**config.mk**
```make
export PLATFORM = sky130hd
export DESIGN_NAME = inference_monitor_flat
export DESIGN_NICKNAME = d
export VERILOG_FILES = /design/src/rtl/inference_monitor_if.sv /design/src/rtl/inference_monitor.sv /design/src/flat_wrapper.sv
export SDC_FILE = /design/constraint.sdc
export NUM_CORES = 1
export LEC_CHECK = 0
export BUFFER_PORTS_ARGS = -buffer_cell sky130_fd_sc_hd__buf_4
export CAP_MARGIN = 20
export CORE_MARGIN = 1.5
export CORE_UTILIZATION = 30
export DETAILED_ROUTE_END_ITERATION = 10
export GPL_TIMING_DRIVEN = 1
export PLACE_DENSITY = 0.6
export SLEW_MARGIN = 20
export SYNTH_ARGS = -nofsm -noshare
export SYNTH_HDL_FRONTEND = slang
export SYNTH_SLANG_ARGS = --single-unit
export TNS_END_PERCENT = 50
```
**constraint.sdc**
```tcl
create_clock -name clk_i -period 6.6 [get_ports clk_i]
set_clock_uncertainty 0.1 [all_clocks]
set_input_delay 0.33 -clock clk_i [delete_from_list [all_inputs] [get_ports clk_i]]
set_output_delay 0.33 -clock clk_i [all_outputs]
set_load 0.03 [all_outputs]
```
**src/rtl/inference_monitor_if.sv**
```systemverilog
// Register-file writeback and retire taps snooped by the run monitor.
interface inference_monitor_if #(
  parameter int DWidth = 32
);
  logic              wb_en_i;
  logic [4:0]        wb_addr_i;
  logic [DWidth-1:0] wb_data_i;
  logic              retire_i;

  modport master (output wb_en_i, wb_addr_i, wb_data_i, retire_i);
  modport slave  (input  wb_en_i, wb_addr_i, wb_data_i, retire_i);
endinterface

```
**src/rtl/inference_monitor.sv**
```systemverilog
// Run monitor: snoops writebacks for test index, correct count and exit code,
// keeps cycle/instret/lap counters and a watchdog, then divides out the accuracy.
module inference_monitor #(
  parameter int          DWidth        = 32,
  parameter int          NumOfTest     = 10,
  parameter int          ExitReg       = 25,
  parameter int          ExitCode      = 99999,
  parameter int          IdxReg        = 26,
  parameter int          CorrReg       = 27,
  parameter logic [31:0] TimeoutCycles = 32'h0200_0000
) (
  input  logic                clk_i,
  input  logic                rst_i,
  inference_monitor_if.slave  wb,
  output logic                done_o,
  output logic                timeout_o,
  output logic [DWidth-1:0]   test_idx_o,
  output logic [DWidth-1:0]   correct_cnt_o,
  output logic [6:0]          accuracy_o,
  output logic                accuracy_valid_o,
  output logic [63:0]         cycle_cnt_o,
  output logic [63:0]         instret_cnt_o,
  output logic [DWidth-1:0]   lap_cycles_o,
  output logic                lap_valid_o
);

  localparam int DivW = $clog2(100 * NumOfTest + 1);
  localparam int RemW = DivW + 1;
  localparam int CntW = $clog2(DivW) + 1;

  typedef enum logic [1:0] {RUN, DIV, DONE, TIMEOUT} state_t;

  state_t            r_state;
  state_t            w_nextState;
  logic [63:0]       r_cycleCnt;
  logic [63:0]       r_instretCnt;
  logic [DWidth-1:0] r_testIdx;
  logic [DWidth-1:0] r_corrCnt;
  logic [DWidth-1:0] r_lapCnt;
  logic [DWidth-1:0] r_lapCycles;
  logic              r_lapValid;
  logic [DivW-1:0]   r_quo;
  logic [RemW-1:0]   r_rem;
  logic [CntW-1:0]   r_bitCnt;

  logic              w_snoop;
  logic              w_exitWr;
  logic              w_idxWr;
  logic              w_corrWr;
  logic              w_watchdog;
  logic [DWidth-1:0] w_corrMin;
  logic [DivW-1:0]   w_dividend;
  logic [RemW-1:0]   w_remShift;
  logic [RemW-1:0]   w_remSub;
  logic              w_geq;
  logic [6:0]        w_accSat;

  assign w_snoop    = (r_state == RUN) && wb.wb_en_i && (wb.wb_addr_i != 5'd0);
  assign w_exitWr   = w_snoop && (wb.wb_addr_i == 5'(ExitReg)) && (wb.wb_data_i == DWidth'(ExitCode));
  assign w_idxWr    = w_snoop && (wb.wb_addr_i == 5'(IdxReg));
  assign w_corrWr   = w_snoop && (wb.wb_addr_i == 5'(CorrReg));
  assign w_watchdog = (TimeoutCycles != 32'd0) && (r_cycleCnt == {32'd0, TimeoutCycles} - 64'd1);

  // The exit write is a separate writeback, so the registered count feeds the divider.
  assign w_corrMin  = (r_corrCnt > DWidth'(NumOfTest)) ? DWidth'(NumOfTest) : r_corrCnt;
  assign w_dividend = DivW'(w_corrMin) * DivW'(100);

  // Restoring divider: dividend shifts out of r_quo while quotient bits shift in.
  assign w_remShift = {r_rem[RemW-2:0], r_quo[DivW-1]};
  assign w_geq      = w_remShift >= RemW'(NumOfTest);
  assign w_remSub   = w_remShift - RemW'(NumOfTest);
  assign w_accSat   = (r_quo > DivW'(100)) ? 7'd100 : r_quo[6:0];

  always_ff @(posedge clk_i) begin
    if (rst_i) r_state <= RUN;
    else       r_state <= w_nextState;
  end

  always_comb begin
    w_nextState = r_state;
    case (r_state)
      RUN:     if (w_exitWr) w_nextState = DIV;
               else if (w_watchdog) w_nextState = TIMEOUT;
      DIV:     if (r_bitCnt == CntW'(DivW - 1)) w_nextState = DONE;
      default: w_nextState = r_state;
    endcase
  end

  always_comb begin
    done_o           = (r_state == DONE) || (r_state == TIMEOUT);
    timeout_o        = (r_state == TIMEOUT);
    accuracy_valid_o = (r_state == DONE);
    accuracy_o       = (r_state == DONE) ? w_accSat : 7'd0;
  end

  always_ff @(posedge clk_i) begin
    if (rst_i) begin
      r_cycleCnt   <= '0;
      r_instretCnt <= '0;
      r_testIdx    <= '0;
      r_corrCnt    <= '0;
      r_lapCnt     <= '0;
      r_lapCycles  <= '0;
      r_lapValid   <= 1'b0;
      r_quo        <= '0;
      r_rem        <= '0;
      r_bitCnt     <= '0;
    end else begin
      r_lapValid <= 1'b0;
      if (r_state == RUN) begin
        r_cycleCnt <= r_cycleCnt + 64'd1;
        if (wb.retire_i) r_instretCnt <= r_instretCnt + 64'd1;
        if (r_lapCnt != '1) r_lapCnt <= r_lapCnt + 1'b1;
        if (w_idxWr) begin
          r_testIdx <= wb.wb_data_i;
          if (wb.wb_data_i != r_testIdx) begin
            r_lapCycles <= (r_lapCnt == '1) ? '1 : r_lapCnt + 1'b1;
            r_lapValid  <= 1'b1;
            r_lapCnt    <= '0;
          end
        end
        if (w_corrWr) r_corrCnt <= wb.wb_data_i;
        if (w_exitWr) begin
          r_quo    <= w_dividend;
          r_rem    <= '0;
          r_bitCnt <= '0;
        end
      end else if (r_state == DIV) begin
        r_rem    <= w_geq ? w_remSub : w_remShift;
        r_quo    <= {r_quo[DivW-2:0], w_geq};
        r_bitCnt <= r_bitCnt + 1'b1;
      end
    end
  end

  assign test_idx_o    = r_testIdx;
  assign correct_cnt_o = r_corrCnt;
  assign cycle_cnt_o   = r_cycleCnt;
  assign instret_cnt_o = r_instretCnt;
  assign lap_cycles_o  = r_lapCycles;
  assign lap_valid_o   = r_lapValid;

endmodule

```
**src/flat_wrapper.sv**
```systemverilog
// flat-port wrapper written by rule: the top's interface ports become plain ports
module inference_monitor_flat 
#(
  parameter int          DWidth        = 32,
  parameter int          NumOfTest     = 10,
  parameter int          ExitReg       = 25,
  parameter int          ExitCode      = 99999,
  parameter int          IdxReg        = 26,
  parameter int          CorrReg       = 27,
  parameter logic [31:0] TimeoutCycles = 32'h0200_0000
)
  (clk_i, rst_i, done_o, timeout_o, test_idx_o, correct_cnt_o, accuracy_o, accuracy_valid_o, cycle_cnt_o, instret_cnt_o, lap_cycles_o, lap_valid_o, wb_wb_en_i, wb_wb_addr_i, wb_wb_data_i, wb_retire_i);
  inference_monitor_if #(.DWidth(DWidth)) wb_i ();
  input  logic clk_i;
  input  logic rst_i;
  output logic done_o;
  output logic timeout_o;
  output logic [DWidth-1:0] test_idx_o;
  output logic [DWidth-1:0] correct_cnt_o;
  output logic [6:0] accuracy_o;
  output logic accuracy_valid_o;
  output logic [63:0] cycle_cnt_o;
  output logic [63:0] instret_cnt_o;
  output logic [DWidth-1:0] lap_cycles_o;
  output logic lap_valid_o;
  input wire logic [$bits(wb_i.wb_en_i)-1:0] wb_wb_en_i;
  input wire logic [$bits(wb_i.wb_addr_i)-1:0] wb_wb_addr_i;
  input wire logic [$bits(wb_i.wb_data_i)-1:0] wb_wb_data_i;
  input wire logic [$bits(wb_i.retire_i)-1:0] wb_retire_i;
  assign wb_i.wb_en_i = wb_wb_en_i;
  assign wb_i.wb_addr_i = wb_wb_addr_i;
  assign wb_i.wb_data_i = wb_wb_data_i;
  assign wb_i.retire_i = wb_retire_i;
  inference_monitor #(.DWidth(DWidth), .NumOfTest(NumOfTest), .ExitReg(ExitReg), .ExitCode(ExitCode), .IdxReg(IdxReg), .CorrReg(CorrReg), .TimeoutCycles(TimeoutCycles)) u_core (.clk_i(clk_i), .rst_i(rst_i), .wb(wb_i), .done_o(done_o), .timeout_o(timeout_o), .test_idx_o(test_idx_o), .correct_cnt_o(correct_cnt_o), .accuracy_o(accuracy_o), .accuracy_valid_o(accuracy_valid_o), .cycle_cnt_o(cycle_cnt_o), .instret_cnt_o(instret_cnt_o), .lap_cycles_o(lap_cycles_o), .lap_valid_o(lap_valid_o));
endmodule
```
==> impl_metrics.py <==
metrics = {
    "layout": {
        "fill_cells": 4554,
        "postLayoutCoreUtil": 0.3913,
        "area_delta_synth_final_pct": 29.38,
        "num-nets-final": 1925,
        "layout-drive-gt1-share": 0.1941,
        "fin_cells": 2486,
        "antenna_cells": 0,
    },
    "routing": {
        "routedWlPerCell_um": 16.52,
        "drtAntennaViolNets": 0,
        "wl_mm": 41.06,
        "drt_iter0_markers": 604,
        "avgViaCountPerCell": 4.986,
        "drtPass1Iterations": 5,
        "drc": 0,
        "dr_total_vias": 12395,
    },
    "sta": {
        "period_share": 0.6510,
        "finalHoldViolations": 0,
        "finalSetupViolCount": 0,
        "tns_ns": 0,
        "slew_viol_final": 0,
        "maxSlewHeadroom": 0.3411,
        "worst_hold_slack_ns": 0.2626,
        "fmax_ghz": 0.2327,
        "worst_slew_pin_slew_ns": 0.9793,
        "layout_min_cycle_time_ns": 4.297,
        "rsz0062_at_grt": "false",
    },
    "power": {
        "ir_worst_vdd_mv": 0.1394,
        "pwr_density_cell_mw_per_mm2": 215.7,
        "finalPower_mw": 3.814,
        "p_leak_nw": 6.913,
    },
    "worst_setup_path": {
        "critPathKind": "flip-flop to flip-flop",
        "max_stage_delay_ns": 0.76,
        "cp-end-kind": "flip-flop",
        "cp-start-kind": "flip-flop",
        "cp.arrival_ns": 4.58,
        "critPathTopFamily": "simple AND/OR/NAND/NOR gates",
        "cp_common_cell": "ha_1",
        "crit_chain": "nor4_1 > nand2_1 > nor4_1 > and2_1 > ha_1 > ha_1 > fa_1 > ha_1 > a21oi_1 > xnor2_1 > a211o_1 > a32oi_1 > nor2_1",
        "slowest_stage": "nor4_1",
        "crit_buf_inv": 0,
        "crit_required_ns": 6.88,
        "path_max_fanout": 6,
    },
    "global_routing": {
        "antenna_found_initial": 0,
        "grtUsageTotal": 0.1713,
        "grt_pass1_wl_mm": 65.38,
        "grt_pass1_vias": 11840,
        "gr-total-overflow": 0,
        "grtUsageMet2": 0.2786,
        "grtUsageMet1": 0.2256,
        "met3_usage": 0.03775,
        "grt_busiest_layer": "met2",
        "grt_max_degree": 115,
    },
    "clocking": {
        "cts_tree": "done",
        "cts.clk_slew.worst_paths_ns": 0.06,
        "h-tree-depth": 2,
        "cts_buffer_depth": 3,
        "cts_setup_buffers": 0,
        "cts.sinks": 284,
        "cts_made_buffers": 36,
        "clkLatencyLatePin_ns": 0.53,
        "cts_root_buf": "clkbuf_16",
        "cts_resized": 0,
    },
    "hold_path": {
        "hp-class": "input port to flip-flop",
    },
    "placement": {
        "dp_hpwl_mm": 28.71,
        "placedCellCount": 2393,
        "finalWeightedCongestion": 0.8364,
        "port_buffers": 275,
    },
    "synthesis": {
        "synth_area_leaders": "dfxtp_1, nor2_1, xor2_1, xnor2_1, mux2i_1",
        "ys.flop_type": "dfxtp_1",
        "synth_edf_count": 0,
        "async_flop_share": 0,
        "synth_seq_cells": 284,
        "netlist.area_leader.share": 0.4161,
        "ys_seq_area_frac": 0.4161,
        "synth_cells": 1598,
        "yosys_warnings": 0,
        "yosysUniqueCellTypes": 71,
        "yosys.area.top_type": "dfxtp_1",
        "syn_area_mm2": 0.01366,
        "synth_area_per_cell_um2": 8.551,
    },
    "floorplan": {
        "dieArea_mm2": 0.04684,
        "start_util": 0.3024,
        "io-pin-count": 276,
        "die_width_um": 216.4,
        "die_h_um": 216.4,
        "core_mm2": 0.04519,
        "num_rows": 78,
    },
    "status": {
        "outcome": "finished, final reports clean",
    },
    "job": {
        "maxCapViolations": 0,
    },
}
sequential cells by signal, indices dropped and copies added, names as in the netlist:
register              cells
u_core.r_bitCnt           5
u_core.lap_valid_o        1
u_core.instret_cnt_o     64
u_core.cycle_cnt_o       64
u_core.r_quo             10
u_core.r_rem             10
u_core.r_state            2
u_core.test_idx_o        32
u_core.correct_cnt_o     32
u_core.lap_cycles_o      32
u_core.r_lapCnt          32
metrics by stage:
| step | cell area (µm²) | worst slack, ns |
|---|---|---|
| 2_1_floorplan | 13670 | 2.781 |
| 3_3_place_gp | 16230 | 2.454 |
| 3_5_place_dp | 16230 | 2.360 |
| 4_1_cts | 17670 | 2.330 |
| 5_1_grt | 17680 | 1.986 |
| 6_report | 17680 | 2.303 |
what timing repair did:
item	CTS	global route
setup endpoints to repair	0	0
hold endpoints to repair	65	0
hold buffers	33	0
routing by layer:
metal	share of wire	up-vias
met5	0	-
met4	0.018	0
met3	0.058	49
met2	0.46	299
met1	0.46	5901
li1	-	6146
tightest hold or removal path, stage by stage:
cell and delay (ns):
buf_4 0.13, nand3_1 0.09, nor4_2 0.10, nor3_1 0.18
where the power goes:
group	total [mW]	switching, mW	internal (mW)	leakage, nW
combinational	0.185	0.111	0.0740	4.09
sequential	1.73	0.0107	1.72	2.29
clock	1.89	0.761	1.13	0.538
total	3.81	0.883	2.93	6.91
cell usage after synthesis (4+ instances only):
library cell and number:
dfxtp_1 284, nor2_1 273, xor2_1 97, nand2_1 91, xnor2_1 87, nand3_1 75
clkbuf_1 70, nor4_1 68, mux2i_1 66, nand4_1 63, a21oi_1 52, nor3_1 49
inv_1 41, a311oi_1 22, ha_1 18, or3_1 18, and2_1 17, and3_1 17
and4_1 16, o21ai_0 15, a211oi_1 14, buf_1 11, buf_2 10, nand2b_1 10
a22oi_1 8, or4_1 8, a21o_1 7, o21a_1 7, nor2b_1 6, a31o_2 5
or2_2 5, a31oi_1 4, nand3b_1 4, o31ai_1 4
cells by family (layout without fill, tap and decap cells):
| logic type | Yosys count | in the layout | share of synthesized area |
|---|---|---|---|
| fa+ha+maj | 20 | 20 | 0.01941 |
| buf+inv | 135 | 421 | 0.03882 |
| flops | 284 | 284 | 0.4161 |
| xor+xnor | 184 | 184 | 0.1179 |
| mux | 69 | 69 | 0.05082 |
| simple gates | 739 | 739 | 0.2728 |
| compound gates | 166 | 166 | 0.08388 |
| other cells | 1 | 3 | 0.0002744 |
path summary, 6_finish.rpt:
path / start / endpoint / slack (ns) / cells past startpoint
setup reg to reg: u_core.correct_cnt_o[7]$_SDFFE_PP0P_ / u_core.r_quo[9]$_SDFFE_PP0P_ / 2.30 / 13
hold reg to reg: u_core.lap_cycles_o[28]$_SDFFE_PP0P_ / u_core.lap_cycles_o[28]$_SDFFE_PP0P_ / 0.36 / 2
hold / removal: wb_wb_addr_i[0] / u_core.r_bitCnt[4]$_SDFFE_PP0P_ / 0.26 / 4
setup / recovery: u_core.correct_cnt_o[7]$_SDFFE_PP0P_ / u_core.r_quo[9]$_SDFFE_PP0P_ / 2.30 / 13
layout make-up:
cell class | count | area, µm² | share of cell area
multi-input combinational | 1181 | 7488 | 0.4236
inverter | 42 | 157.7 | 0.008917
timing repair buffer | 319 | 2484 | 0.1405
clock inverter | 6 | 63.81 | 0.003609
tap | 600 | 750.7 | 0.04246
clock buffer | 54 | 1050 | 0.05938
sequential | 284 | 5685 | 0.3216
layout by cell type (no fill, tap or decap), drive strengths merged, types with 16 or more instances in the layout:
| master | instances |
|---|---|
| a21oi | 53 |
| a311oi | 22 |
| and2 | 17 |
| and3 | 17 |
| and4 | 16 |
| buf | 285 |
| clkbuf | 55 |
| dfxtp | 284 |
| dlygate4sd3 | 33 |
| ha | 18 |
| inv | 42 |
| mux2i | 66 |
| nand2 | 91 |
| nand3 | 75 |
| nand4 | 65 |
| nor2 | 273 |
| nor3 | 49 |
| nor4 | 72 |
| o21ai | 16 |
| or3 | 18 |
| xnor2 | 87 |
| xor2 | 97 |
Power figures use the tool's default switching activity.
